[src/rtl/gm_pkg.sv]
`default_nettype none
// ============================================================================
//  Module   : gm_pkg
//  Brief    : Shared widths, cell encodings and arbiter state type for the
//             graphics-memory arbiter slice.
//  Revision : 1.0  initial release
// ============================================================================
package gm_pkg;

  localparam int GM_ADDR_W = 8;
  localparam int GM_DATA_W = 4;
  localparam int GM_DEPTH  = 256;

  localparam logic [3:0] CELL_UNTAPPED = 4'h0;
  localparam logic [3:0] CELL_MARKED   = 4'h1;

  typedef enum logic [1:0] {
    IDLE  = 2'd0,
    CLEAR = 2'd1,
    BURST = 2'd2
  } gm_state_e;

endpackage
`default_nettype wire

[src/rtl/gm_arbiter_if.sv]
`default_nettype none
// ============================================================================
//  Module   : gm_arbiter_if
//  Brief    : Requester and memory-side signals of the graphics-memory arbiter.
//  Revision : 1.0  initial release
// ============================================================================
interface gm_arbiter_if import gm_pkg::*; #(
  parameter int ADDR_W = GM_ADDR_W,
  parameter int DATA_W = GM_DATA_W
) ();

  logic              clr_req;
  logic              clr_busy;
  logic              clr_done;

  logic              ctl_req;
  logic              ctl_we;
  logic [ADDR_W-1:0] ctl_addr;
  logic [DATA_W-1:0] ctl_wdata;
  logic              ctl_gnt;
  logic              ctl_rvalid;
  logic [DATA_W-1:0] ctl_rdata;

  logic              pix_req;
  logic              pix_busy;
  logic              pix_valid;
  logic [ADDR_W-1:0] pix_addr;
  logic [DATA_W-1:0] pix_data;
  logic              pix_done;
  logic              pix_abort;

  logic [ADDR_W-1:0] mem_addr;
  logic              mem_we;
  logic [DATA_W-1:0] mem_wdata;
  logic [DATA_W-1:0] mem_rdata;

  // Requesters and the RAM model sit on the master side.
  modport master (
    output clr_req,
    input  clr_busy, clr_done,
    output ctl_req, ctl_we, ctl_addr, ctl_wdata,
    input  ctl_gnt, ctl_rvalid, ctl_rdata,
    output pix_req,
    input  pix_busy, pix_valid, pix_addr, pix_data, pix_done, pix_abort,
    input  mem_addr, mem_we, mem_wdata,
    output mem_rdata
  );

  modport slave (
    input  clr_req,
    output clr_busy, clr_done,
    input  ctl_req, ctl_we, ctl_addr, ctl_wdata,
    output ctl_gnt, ctl_rvalid, ctl_rdata,
    input  pix_req,
    output pix_busy, pix_valid, pix_addr, pix_data, pix_done, pix_abort,
    output mem_addr, mem_we, mem_wdata,
    input  mem_rdata
  );

endinterface
`default_nettype wire

[src/rtl/gm_sweep_counter.sv]
`default_nettype none
// ============================================================================
//  Module   : gm_sweep_counter
//  Brief    : 0..DEPTH-1 address counter with terminal flag, shared by the
//             clear sweep and the pixel burst.
//  Revision : 1.0  initial release
// ============================================================================
module gm_sweep_counter import gm_pkg::*; #(
  parameter int ADDR_W = GM_ADDR_W,
  parameter int DEPTH  = GM_DEPTH
) (
  input  logic              clk,
  input  logic              rstn,
  input  logic              i_load,
  input  logic              i_inc,
  output logic [ADDR_W-1:0] o_addr,
  output logic              o_last
);

  // One extra bit so the terminal compare cannot alias through a wrap.
  localparam logic [ADDR_W:0] c_LAST = (ADDR_W + 1)'(DEPTH - 1);

  logic [ADDR_W:0] r_count;

  always_ff @(posedge clk) begin
    if (!rstn) begin
      r_count <= '0;
    end else if (i_load) begin
      r_count <= '0;
    end else if (i_inc) begin
      r_count <= o_last ? '0 : r_count + 1'b1;
    end
  end

  assign o_last = (r_count == c_LAST);
  assign o_addr = r_count[ADDR_W-1:0];

endmodule
`default_nettype wire

[src/rtl/gm_arbiter.sv]
`default_nettype none
// ============================================================================
//  Module   : gm_arbiter
//  Brief    : Single-port graphics-memory arbiter: clear sweep > controller
//             access > pixel burst, with one-beat fairness inside a burst.
//  Revision : 1.0  initial release
// ============================================================================
module gm_arbiter import gm_pkg::*; #(
  parameter int               ADDR_W   = GM_ADDR_W,
  parameter int               DATA_W   = GM_DATA_W,
  parameter int               DEPTH    = GM_DEPTH,
  parameter logic [DATA_W-1:0] CLR_DATA = CELL_UNTAPPED
) (
  input  logic         clk,
  input  logic         rstn,
  gm_arbiter_if.slave  bus
);

  gm_state_e         r_state;
  logic              r_clr_done;
  logic              r_ctl_last;
  logic              r_pix_armed;
  logic              r_pix_valid;
  logic              r_pix_done;
  logic              r_pix_abort;
  logic [ADDR_W-1:0] r_pix_addr;
  logic [DATA_W-1:0] r_pix_data;
  logic              r_ctl_rvalid;
  logic [DATA_W-1:0] r_ctl_rdata;

  logic              w_clr_start;
  logic              w_pix_start;
  logic              w_abort;
  logic              w_ctl_gnt;
  logic              w_beat;
  logic              w_cnt_load;
  logic              w_cnt_inc;
  logic [ADDR_W-1:0] w_cnt_addr;
  logic              w_cnt_last;
  logic [ADDR_W-1:0] w_mem_addr;
  logic              w_mem_we;
  logic [DATA_W-1:0] w_mem_wdata;

  gm_sweep_counter #(
    .ADDR_W (ADDR_W),
    .DEPTH  (DEPTH)
  ) u_counter (
    .clk    (clk),
    .rstn   (rstn),
    .i_load (w_cnt_load),
    .i_inc  (w_cnt_inc),
    .o_addr (w_cnt_addr),
    .o_last (w_cnt_last)
  );

  always_comb begin
    w_clr_start = 1'b0;
    w_pix_start = 1'b0;
    w_abort     = 1'b0;
    w_ctl_gnt   = 1'b0;
    w_beat      = 1'b0;
    w_cnt_inc   = 1'b0;
    w_mem_addr  = '0;
    w_mem_we    = 1'b0;
    w_mem_wdata = '0;
    if (rstn) begin
      case (r_state)
        IDLE: begin
          // The clr_done cycle is held back so a waiting controller is
          // granted strictly after the done pulse.
          if (!r_clr_done) begin
            if (bus.clr_req) begin
              w_clr_start = 1'b1;
            end else if (bus.ctl_req) begin
              w_ctl_gnt = 1'b1;
            end else if (bus.pix_req && r_pix_armed) begin
              w_pix_start = 1'b1;
            end
          end
        end
        CLEAR: begin
          w_mem_we    = 1'b1;
          w_mem_addr  = w_cnt_addr;
          w_mem_wdata = CLR_DATA;
          w_cnt_inc   = 1'b1;
        end
        BURST: begin
          if (bus.clr_req) begin
            w_abort     = 1'b1;
            w_clr_start = 1'b1;
          end else if (bus.ctl_req && !r_ctl_last) begin
            w_ctl_gnt = 1'b1;
          end else begin
            w_beat     = 1'b1;
            w_mem_addr = w_cnt_addr;
            w_cnt_inc  = 1'b1;
          end
        end
        default: ;
      endcase
      if (w_ctl_gnt) begin
        w_mem_addr  = bus.ctl_addr;
        w_mem_we    = bus.ctl_we;
        w_mem_wdata = bus.ctl_wdata;
      end
    end
  end

  assign w_cnt_load = w_clr_start | w_pix_start;

  always_ff @(posedge clk) begin
    if (!rstn) begin
      r_state      <= IDLE;
      r_clr_done   <= 1'b0;
      r_ctl_last   <= 1'b0;
      r_pix_armed  <= 1'b0;
      r_pix_valid  <= 1'b0;
      r_pix_done   <= 1'b0;
      r_pix_abort  <= 1'b0;
      r_pix_addr   <= '0;
      r_pix_data   <= '0;
      r_ctl_rvalid <= 1'b0;
      r_ctl_rdata  <= '0;
    end else begin
      r_clr_done   <= (r_state == CLEAR) && w_cnt_last;
      r_ctl_last   <= w_ctl_gnt && (r_state == BURST);
      r_pix_valid  <= w_beat;
      r_pix_done   <= w_beat && w_cnt_last;
      r_pix_abort  <= w_abort;
      r_ctl_rvalid <= w_ctl_gnt && !bus.ctl_we;
      if (w_ctl_gnt && !bus.ctl_we) begin
        r_ctl_rdata <= bus.mem_rdata;
      end
      if (w_beat) begin
        r_pix_addr <= w_cnt_addr;
        r_pix_data <= bus.mem_rdata;
      end
      // Edge-armed: a held pix_req cannot immediately retransmit.
      if (w_pix_start) begin
        r_pix_armed <= 1'b0;
      end else if (!bus.pix_req) begin
        r_pix_armed <= 1'b1;
      end
      case (r_state)
        IDLE: begin
          if (w_clr_start) begin
            r_state <= CLEAR;
          end else if (w_pix_start) begin
            r_state <= BURST;
          end
        end
        CLEAR: begin
          if (w_cnt_last) begin
            r_state <= IDLE;
          end
        end
        BURST: begin
          if (w_clr_start) begin
            r_state <= CLEAR;
          end else if (w_beat && w_cnt_last) begin
            r_state <= IDLE;
          end
        end
        default: r_state <= IDLE;
      endcase
    end
  end

  assign bus.clr_busy   = (r_state == CLEAR);
  assign bus.clr_done   = r_clr_done;
  assign bus.ctl_gnt    = w_ctl_gnt;
  assign bus.ctl_rvalid = r_ctl_rvalid;
  assign bus.ctl_rdata  = r_ctl_rdata;
  assign bus.pix_busy   = (r_state == BURST);
  assign bus.pix_valid  = r_pix_valid;
  assign bus.pix_addr   = r_pix_addr;
  assign bus.pix_data   = r_pix_data;
  assign bus.pix_done   = r_pix_done;
  assign bus.pix_abort  = r_pix_abort;
  assign bus.mem_addr   = w_mem_addr;
  assign bus.mem_we     = w_mem_we;
  assign bus.mem_wdata  = w_mem_wdata;

endmodule
`default_nettype wire
[src/flat_wrapper.sv]
// flat-port wrapper written by rule: the top's interface ports become plain ports
module gm_arbiter_flat import gm_pkg::*;
#(
  parameter int               ADDR_W   = GM_ADDR_W,
  parameter int               DATA_W   = GM_DATA_W,
  parameter int               DEPTH    = GM_DEPTH,
  parameter logic [DATA_W-1:0] CLR_DATA = CELL_UNTAPPED
)
  (clk, rstn, bus_clr_req, bus_clr_busy, bus_clr_done, bus_ctl_req, bus_ctl_we, bus_ctl_addr, bus_ctl_wdata, bus_ctl_gnt, bus_ctl_rvalid, bus_ctl_rdata, bus_pix_req, bus_pix_busy, bus_pix_valid, bus_pix_addr, bus_pix_data, bus_pix_done, bus_pix_abort, bus_mem_addr, bus_mem_we, bus_mem_wdata, bus_mem_rdata);
  gm_arbiter_if #(.ADDR_W(ADDR_W), .DATA_W(DATA_W)) bus_i ();
  input  logic clk;
  input  logic rstn;
  input wire logic [$bits(bus_i.clr_req)-1:0] bus_clr_req;
  output wire logic [$bits(bus_i.clr_busy)-1:0] bus_clr_busy;
  output wire logic [$bits(bus_i.clr_done)-1:0] bus_clr_done;
  input wire logic [$bits(bus_i.ctl_req)-1:0] bus_ctl_req;
  input wire logic [$bits(bus_i.ctl_we)-1:0] bus_ctl_we;
  input wire logic [$bits(bus_i.ctl_addr)-1:0] bus_ctl_addr;
  input wire logic [$bits(bus_i.ctl_wdata)-1:0] bus_ctl_wdata;
  output wire logic [$bits(bus_i.ctl_gnt)-1:0] bus_ctl_gnt;
  output wire logic [$bits(bus_i.ctl_rvalid)-1:0] bus_ctl_rvalid;
  output wire logic [$bits(bus_i.ctl_rdata)-1:0] bus_ctl_rdata;
  input wire logic [$bits(bus_i.pix_req)-1:0] bus_pix_req;
  output wire logic [$bits(bus_i.pix_busy)-1:0] bus_pix_busy;
  output wire logic [$bits(bus_i.pix_valid)-1:0] bus_pix_valid;
  output wire logic [$bits(bus_i.pix_addr)-1:0] bus_pix_addr;
  output wire logic [$bits(bus_i.pix_data)-1:0] bus_pix_data;
  output wire logic [$bits(bus_i.pix_done)-1:0] bus_pix_done;
  output wire logic [$bits(bus_i.pix_abort)-1:0] bus_pix_abort;
  output wire logic [$bits(bus_i.mem_addr)-1:0] bus_mem_addr;
  output wire logic [$bits(bus_i.mem_we)-1:0] bus_mem_we;
  output wire logic [$bits(bus_i.mem_wdata)-1:0] bus_mem_wdata;
  input wire logic [$bits(bus_i.mem_rdata)-1:0] bus_mem_rdata;
  assign bus_i.clr_req = bus_clr_req;
  assign bus_clr_busy = bus_i.clr_busy;
  assign bus_clr_done = bus_i.clr_done;
  assign bus_i.ctl_req = bus_ctl_req;
  assign bus_i.ctl_we = bus_ctl_we;
  assign bus_i.ctl_addr = bus_ctl_addr;
  assign bus_i.ctl_wdata = bus_ctl_wdata;
  assign bus_ctl_gnt = bus_i.ctl_gnt;
  assign bus_ctl_rvalid = bus_i.ctl_rvalid;
  assign bus_ctl_rdata = bus_i.ctl_rdata;
  assign bus_i.pix_req = bus_pix_req;
  assign bus_pix_busy = bus_i.pix_busy;
  assign bus_pix_valid = bus_i.pix_valid;
  assign bus_pix_addr = bus_i.pix_addr;
  assign bus_pix_data = bus_i.pix_data;
  assign bus_pix_done = bus_i.pix_done;
  assign bus_pix_abort = bus_i.pix_abort;
  assign bus_mem_addr = bus_i.mem_addr;
  assign bus_mem_we = bus_i.mem_we;
  assign bus_mem_wdata = bus_i.mem_wdata;
  assign bus_i.mem_rdata = bus_mem_rdata;
  gm_arbiter #(.ADDR_W(ADDR_W), .DATA_W(DATA_W), .DEPTH(DEPTH), .CLR_DATA(CLR_DATA)) u_core (.clk(clk), .rstn(rstn), .bus(bus_i));
endmodule
[config.mk]
export PLATFORM = sky130hd
export DESIGN_NAME = gm_arbiter_flat
export DESIGN_NICKNAME = d
export VERILOG_FILES = /design/src/rtl/gm_pkg.sv /design/src/rtl/gm_arbiter_if.sv /design/src/rtl/gm_sweep_counter.sv /design/src/rtl/gm_arbiter.sv /design/src/flat_wrapper.sv
export SDC_FILE = /design/constraint.sdc
export NUM_CORES = 1
export LEC_CHECK = 0
export CAP_MARGIN = 20
export CORE_MARGIN = 5
export CORE_UTILIZATION = 39
export DETAILED_ROUTE_END_ITERATION = 6
export PLACE_DENSITY = 0.82
export SLEW_MARGIN = 20
export SYNTH_ARGS = -nofsm -noshare
export SYNTH_HDL_FRONTEND = slang
export SYNTH_SLANG_ARGS = --single-unit
[constraint.sdc]
create_clock -name clk -period 3.9 [get_ports clk]
set_input_delay 1.17 -clock clk [delete_from_list [all_inputs] [get_ports clk]]
set_output_delay 1.17 -clock clk [all_outputs]
set_load 0.02 [all_outputs]
# [Yosys cells after proc, flatten, opt, wreduce, memory -nomap -nowiden]
# Index checks and enable logic that the tools add are counted.
[word_totals] register_bits=34 output_inout_bits=37 elab_cells=75
[op_classes] n_addsub=1 n_eq_ne=6 muxes=41 bitwise=2 reduce_logical=13
[op_table] cell="$mux 8" n=4
[op_table] cell="$mux 1" n=24
[op_table] cell="$pmux 8 s2" n=1
[op_table] cell="$mux 2" n=5
[op_table] cell="$add 9x1->9 const B" n=1
[op_table] cell="$eq 9x8->1 const B" n=1
[op_table] cell="$mux 9" n=1
[op_table] cell="$mux 4" n=2
[op_table] cell="$logic_and 1x1->1" n=6
[op_table] cell="$ne 3x1->1 const B" n=2
[op_table] cell="$pmux 1 s2" n=3
[op_table] cell="$pmux 2 s3" n=1
[op_table] cell="$reduce_or 2->1" n=2
[op_table] cell="$reduce_and 3->1" n=1
[op_table] cell="$eq 2x1->1 const B" n=1
[op_table] cell="$eq 2x2->1 const B" n=1
[op_table] cell="$logic_not 1->1" n=2
[op_table] cell="$logic_not 2->1" n=1
[op_table] cell="$ne 2x1->1 const B" n=1
[op_table] cell="$reduce_and 2->1" n=1
[op_table] cell="$not 1->1" n=1
[op_table] cell="$or 1x1->1" n=1

# [Logic depth before layout (Yosys ltp)]
[logic_depth] word_depth=10 depth_mapped=8 depth_no_buf=7

# [Modules after synthesis]
# Synthesis repeated with hierarchy kept, for this count alone.
[unflattened] hier_cells=218 hier_area_um2=1726.7
[modules_own_cells] mod="gm_arbiter" instances=1 cells_each=161 area_per_inst_um2=1233.7 seq_area_each_um2=500.5
[modules_own_cells] mod="gm_sweep_counter" instances=1 cells_each=57 area_per_inst_um2=493.0 seq_area_each_um2=180.2

# [Least setup slack after synthesis]
# Ideal clock, no wire load.
[synth_path] kind="in2out" startpoint="input bus_clr_req" endpoint="output bus_mem_addr[0]" arrival_ns=2.298 t_required_ns=2.730 slack_ns=0.432 cell_stages=6 path_cell_list="and2b_2 > a21oi_2 > or2_1 > buf_6 > nor2_2 > a22o_1"
[synth_via] elab_chain_cells=6 word_cells_on_any_way=9 classes_between="9 x mux"
[synth_rtl] element="start, declared" line="flat_wrapper.sv:13" rtl="input wire logic [$bits(bus_i.clr_req)-1:0] bus_clr_req;"
[synth_rtl] element="$mux 1" line="gm_arbiter.sv:72" rtl="if (bus.clr_req) begin"
[synth_rtl] element="$mux 1" line="gm_arbiter.sv:71" rtl="if (!r_clr_done) begin"
[synth_rtl] element="$pmux 1 s2" line="gm_arbiter.sv:67" rtl="case (r_state)"
[synth_rtl] element="$mux 1" line="gm_arbiter.sv:66" rtl="if (rstn) begin"
[synth_rtl] element="$mux 8 *" line="gm_arbiter.sv:101" rtl="if (w_ctl_gnt) begin"
[synth_rtl] element="$mux 8 *" line="gm_arbiter.sv:66"
[synth_rtl] element="end, declared" line="flat_wrapper.sv:30" rtl="output wire logic [$bits(bus_i.mem_addr)-1:0] bus_mem_addr;"
# Mark *: on every way between the ends. The rest lies on a longest branch, timed or not. The select of a mux whose other input is x is not followed.

# [Final worst setup path]
[layout_path] startpoint="input bus_ctl_req" endpoint="output bus_ctl_gnt"
[layout_via] elab_chain_cells=6 word_cells_on_any_way=9 classes_between="8 x mux; 1 x reduce/logical"
[layout_rtl] element="start, declared" line="flat_wrapper.sv:16" rtl="input wire logic [$bits(bus_i.ctl_req)-1:0] bus_ctl_req;"
[layout_rtl] element="$mux 1 / $logic_and 1x1->1 (equally long branches)" line="gm_arbiter.sv:74, gm_arbiter.sv:91"
[layout_rtl] element="$mux 1 (on tied branches)" line="gm_arbiter.sv:72, gm_arbiter.sv:91"
[layout_rtl] element="$mux 1 (on tied branches)" line="gm_arbiter.sv:71, gm_arbiter.sv:88"
[layout_rtl] element="$pmux 1 s2 *" line="gm_arbiter.sv:67"
[layout_rtl] element="$mux 1 * (2 in series)" line="gm_arbiter.sv:66"
[layout_rtl] element="end, declared" line="flat_wrapper.sv:20" rtl="output wire logic [$bits(bus_i.ctl_gnt)-1:0] bus_ctl_gnt;"
# Marks and branches as above.

==> results.yml <==
status:
  status: "complete, no violations"
power_and_ir_drop:
  leakagePower_nw: 0.9124
  p_seq_share_pct: 48.6
  internal-power_mw: 0.5475
  clkPwrFrac_pct: 37.1
  comb_power_share_pct: 14.3
  max-vdd-ir-drop_mv: 0.1575
  finalPower_mw: 0.7292
  sw_frac_of_total_pct: 24.92
  powerDensity_nw_per_um2: 310.5
  p_sw_mw: 0.1817
route:
  wl_um: 4099
  drt_iter0_markers: 106
  dr.pass1.iters: 4
  routedWlPerCell_um: 13.18
  antenna_left: 0
  vias: 1583
  via_per_inst: 5.090
  drc: 0
timing:
  post-route-period-util_pct: 97.24
  setup_viol: 0
  finClkSkew_ps: 2.226
  relSlewSlack_pct: 63.01
  period_needed_ps: 3792
  finalHoldViolCount: 0
  fmax_ghz: 0.2637
  tightest_slew_ps: 549.8
  drv_slew: 0
  grt_setup_unrepaired: "no"
  hold_ws_ps: 453.1
synthesis:
  synth_flop_cell: "dfxtp_1"
  synth_seq_cells: 34
  synth_cell_types: 40
  syn_area_um2: 1582
  synth-seq-area-share_pct: 43.04
  syn_area_per_cell_um2: 8.412
  synth_async_sr_flop_share_pct: 0
  syn-num-nets: 214
  ys_warn_count: 0
  synthCells: 188
  synth-edff-count: 0
placed_design:
  io_buffers: 58
  dp_hpwl_um: 3145
  routabilityCongestion: 0.8272
clock_tree:
  clk_path_buf_depth: 2
  clk_pin_slew_ps: 70
  holdBufCountCts: 0
  cts_tree: "done"
  clock_latency_ps: 290
  cts_buffers: 5
  cts_root_buf: "clkbuf_8"
  cts.sinks: 34
  htree_num_levels: 2
die:
  ioPinCount: 59
  die_x_um: 73.68
  die-area_um2: 5429
  die_y_um: 73.68
  rows: 23
  initial_utilization_pct: 39.82
  core_area_um2: 3971
grt:
  overflow: 0
  grt_max_degree: 22
  grt_pass1_vias: 1477
  grt_use_total_pct: 16.31
  grt_pass1_wl_um: 6755
  antenna_found_initial: 0
worst_setup_path:
  cp.arrival_ps: 2620
  critPathMaxFanout: 7
  cp.required_ps: 2730
  cp-end-kind: "output pin"
  critical_path_class: "primary input to output pin"
  rrSetupSlack_ps: 1750
  startpoint_type: "primary input"
layout:
  n_antenna_cell: 0
  n_fill_cell: 371
  drive_gt1_share_pct: 16.09
  areaGrowthSynthToFinish_pct: 48.50
  layout.nets: 286
flow_run:
  cap_violations: 0
worst_hold_path:
  hp-class: "flip-flop to flip-flop"
==> layout make-up <==
class / instances / area (µm²) / area share (%)
clock inverters: 2 / 12.51 / 0.5328
clock buffers: 6 / 82.58 / 3.516
inverters: 4 / 15.01 / 0.6393
multi-input cells: 141 / 840.8 / 35.80
repair buffers: 74 / 654.4 / 27.86
flip-flops and latches: 34 / 680.7 / 28.98
well taps: 50 / 62.56 / 2.664
==> power groups by stage <==
| stage | clock, mW | sequential, mW | combinational, mW |
|---|---|---|---|
| 4_1_cts | 0.278 | 0.354 | 0.105 |
| 6_report | 0.271 | 0.354 | 0.104 |
| 5_1_grt | 0.296 | 0.354 | 0.113 |
| 3_5_place_dp | 0 | 0.362 | 0.108 |
| 3_3_place_gp | 0 | 0.362 | 0.108 |
| 2_1_floorplan | 0 | 0.364 | 0.0484 |
==> per-stage QoR <==
stage / util [%] / instance area, µm² / worst slack (ps) / TNS (ps) / cells
after floorplan: - / 1582 / 432.1 / 0 / 188
after global placement: 57.53 / 2285 / -339.1 / -3874 / 301
after detailed placement: 57.53 / 2285 / -378.7 / -4075 / 301
after CTS: 58.95 / 2341 / 22.74 / 0 / 310
after global routing: 59.14 / 2349 / 13.00 / 0 / 311
final: 59.14 / 2349 / 107.6 / 0 / 311
==> flip-flops by register name, summed over array words and instances, names as in the netlist <==
register                  cells
u_core.r_pix_armed            1
u_core.r_ctl_last             1
u_core.bus.pix_data           4
u_core.bus.pix_done           1
u_core.bus.ctl_rdata          4
u_core.bus.pix_valid          1
u_core.bus.pix_abort          1
u_core.u_counter.r_count      9
u_core.bus.clr_done           1
u_core.r_state                2
u_core.bus.ctl_rvalid         1
u_core.bus.pix_addr           8
==> synth_stat cells (4+ instances only) <==
library cell / n / area (µm²)
nor2_1: 13 / 48.80
a22o_1: 8 / 70.07
clkbuf_1: 5 / 18.77
o21ai_0: 4 / 20.02
and3_1: 8 / 50.05
dfxtp_1: 34 / 680.7
nand3_1: 5 / 25.02
a21oi_1: 19 / 95.09
nor2b_1: 6 / 37.54
inv_1: 4 / 15.01
mux2i_1: 6 / 60.06
nand2_1: 34 / 127.6
ha_1: 4 / 50.05
==> final timing paths <==
kind | from | endpoint | depth (start not counted)
worst max-delay path | bus_ctl_req | bus_ctl_gnt | 6
worst min-delay path | u_core.u_counter.r_count[8]$_SDFFE_PP0P_ | u_core.u_counter.r_count[8]$_SDFFE_PP0P_ | 2
worst max register to register | u_core.r_state[0]$_SDFFE_PN0P_ | u_core.r_state[0]$_SDFFE_PN0P_ | 9
worst min register to register | u_core.u_counter.r_count[8]$_SDFFE_PP0P_ | u_core.u_counter.r_count[8]$_SDFFE_PP0P_ | 2
==> cells in the final DEF (no fill, tap or decap), types with 2 or more instances in the layout <==
master and n:
nor4_1 2, ha_1 4, and2_1 2, nand2b_1 2
o21ai_0 4, clkbuf_8 6, buf_2 7, or3_1 2
buf_4 17, xnor2_1 3, dlygate4sd2_1 5, a21oi_1 19
nor2_1 13, dfxtp_1 34, nor2b_1 6, or2_2 2
nand4_1 2, mux2i_1 6, nand2_1 34, inv_1 4
a211oi_1 2, and3_1 8, a22o_1 8, clkdlybuf4s50_1 43
nand3_1 5, nor3_1 2
==> kinds of logic (layout without fill, tap and decap cells) <==
kind of cell             Yosys count  in the layout  share of synthesized area (%)
flip-flops                        34             34                          43.04
buffers and inverters             13             86                          3.797
XOR/XNOR                           3              3                          1.662
AO/OA/AOI/OAI                     40             40                          16.77
AND/OR/NAND/NOR                   88             88                          27.77
multiplexers                       6              6                          3.798
adder cells (fa/ha/maj)            4              4                          3.165
==> layer usage <==
layer,wire length [µm],track usage (%),up-vias
met5,0,0,-
met4,102,9.256,0
met3,350,5.198,11
met2,1875,25.20,61
met1,1770,19.83,715
li1,-,-,796
==> critical path, stage by stage <==
cell	delay, ps
clkdlybuf4s50_1	490
buf_4	120
o211a_2	200
and2_1	150
buf_4	150
dlygate4sd2_1	350
==> repair_timing <==
action / 4_1_cts / 5_1_grt
setup buffers: 1 / 1
setup endpoints to repair: 14 / 14
gates resized for setup: 39 / 3
pin swaps: 1 / 2
(Power assumes the default switching activity.)
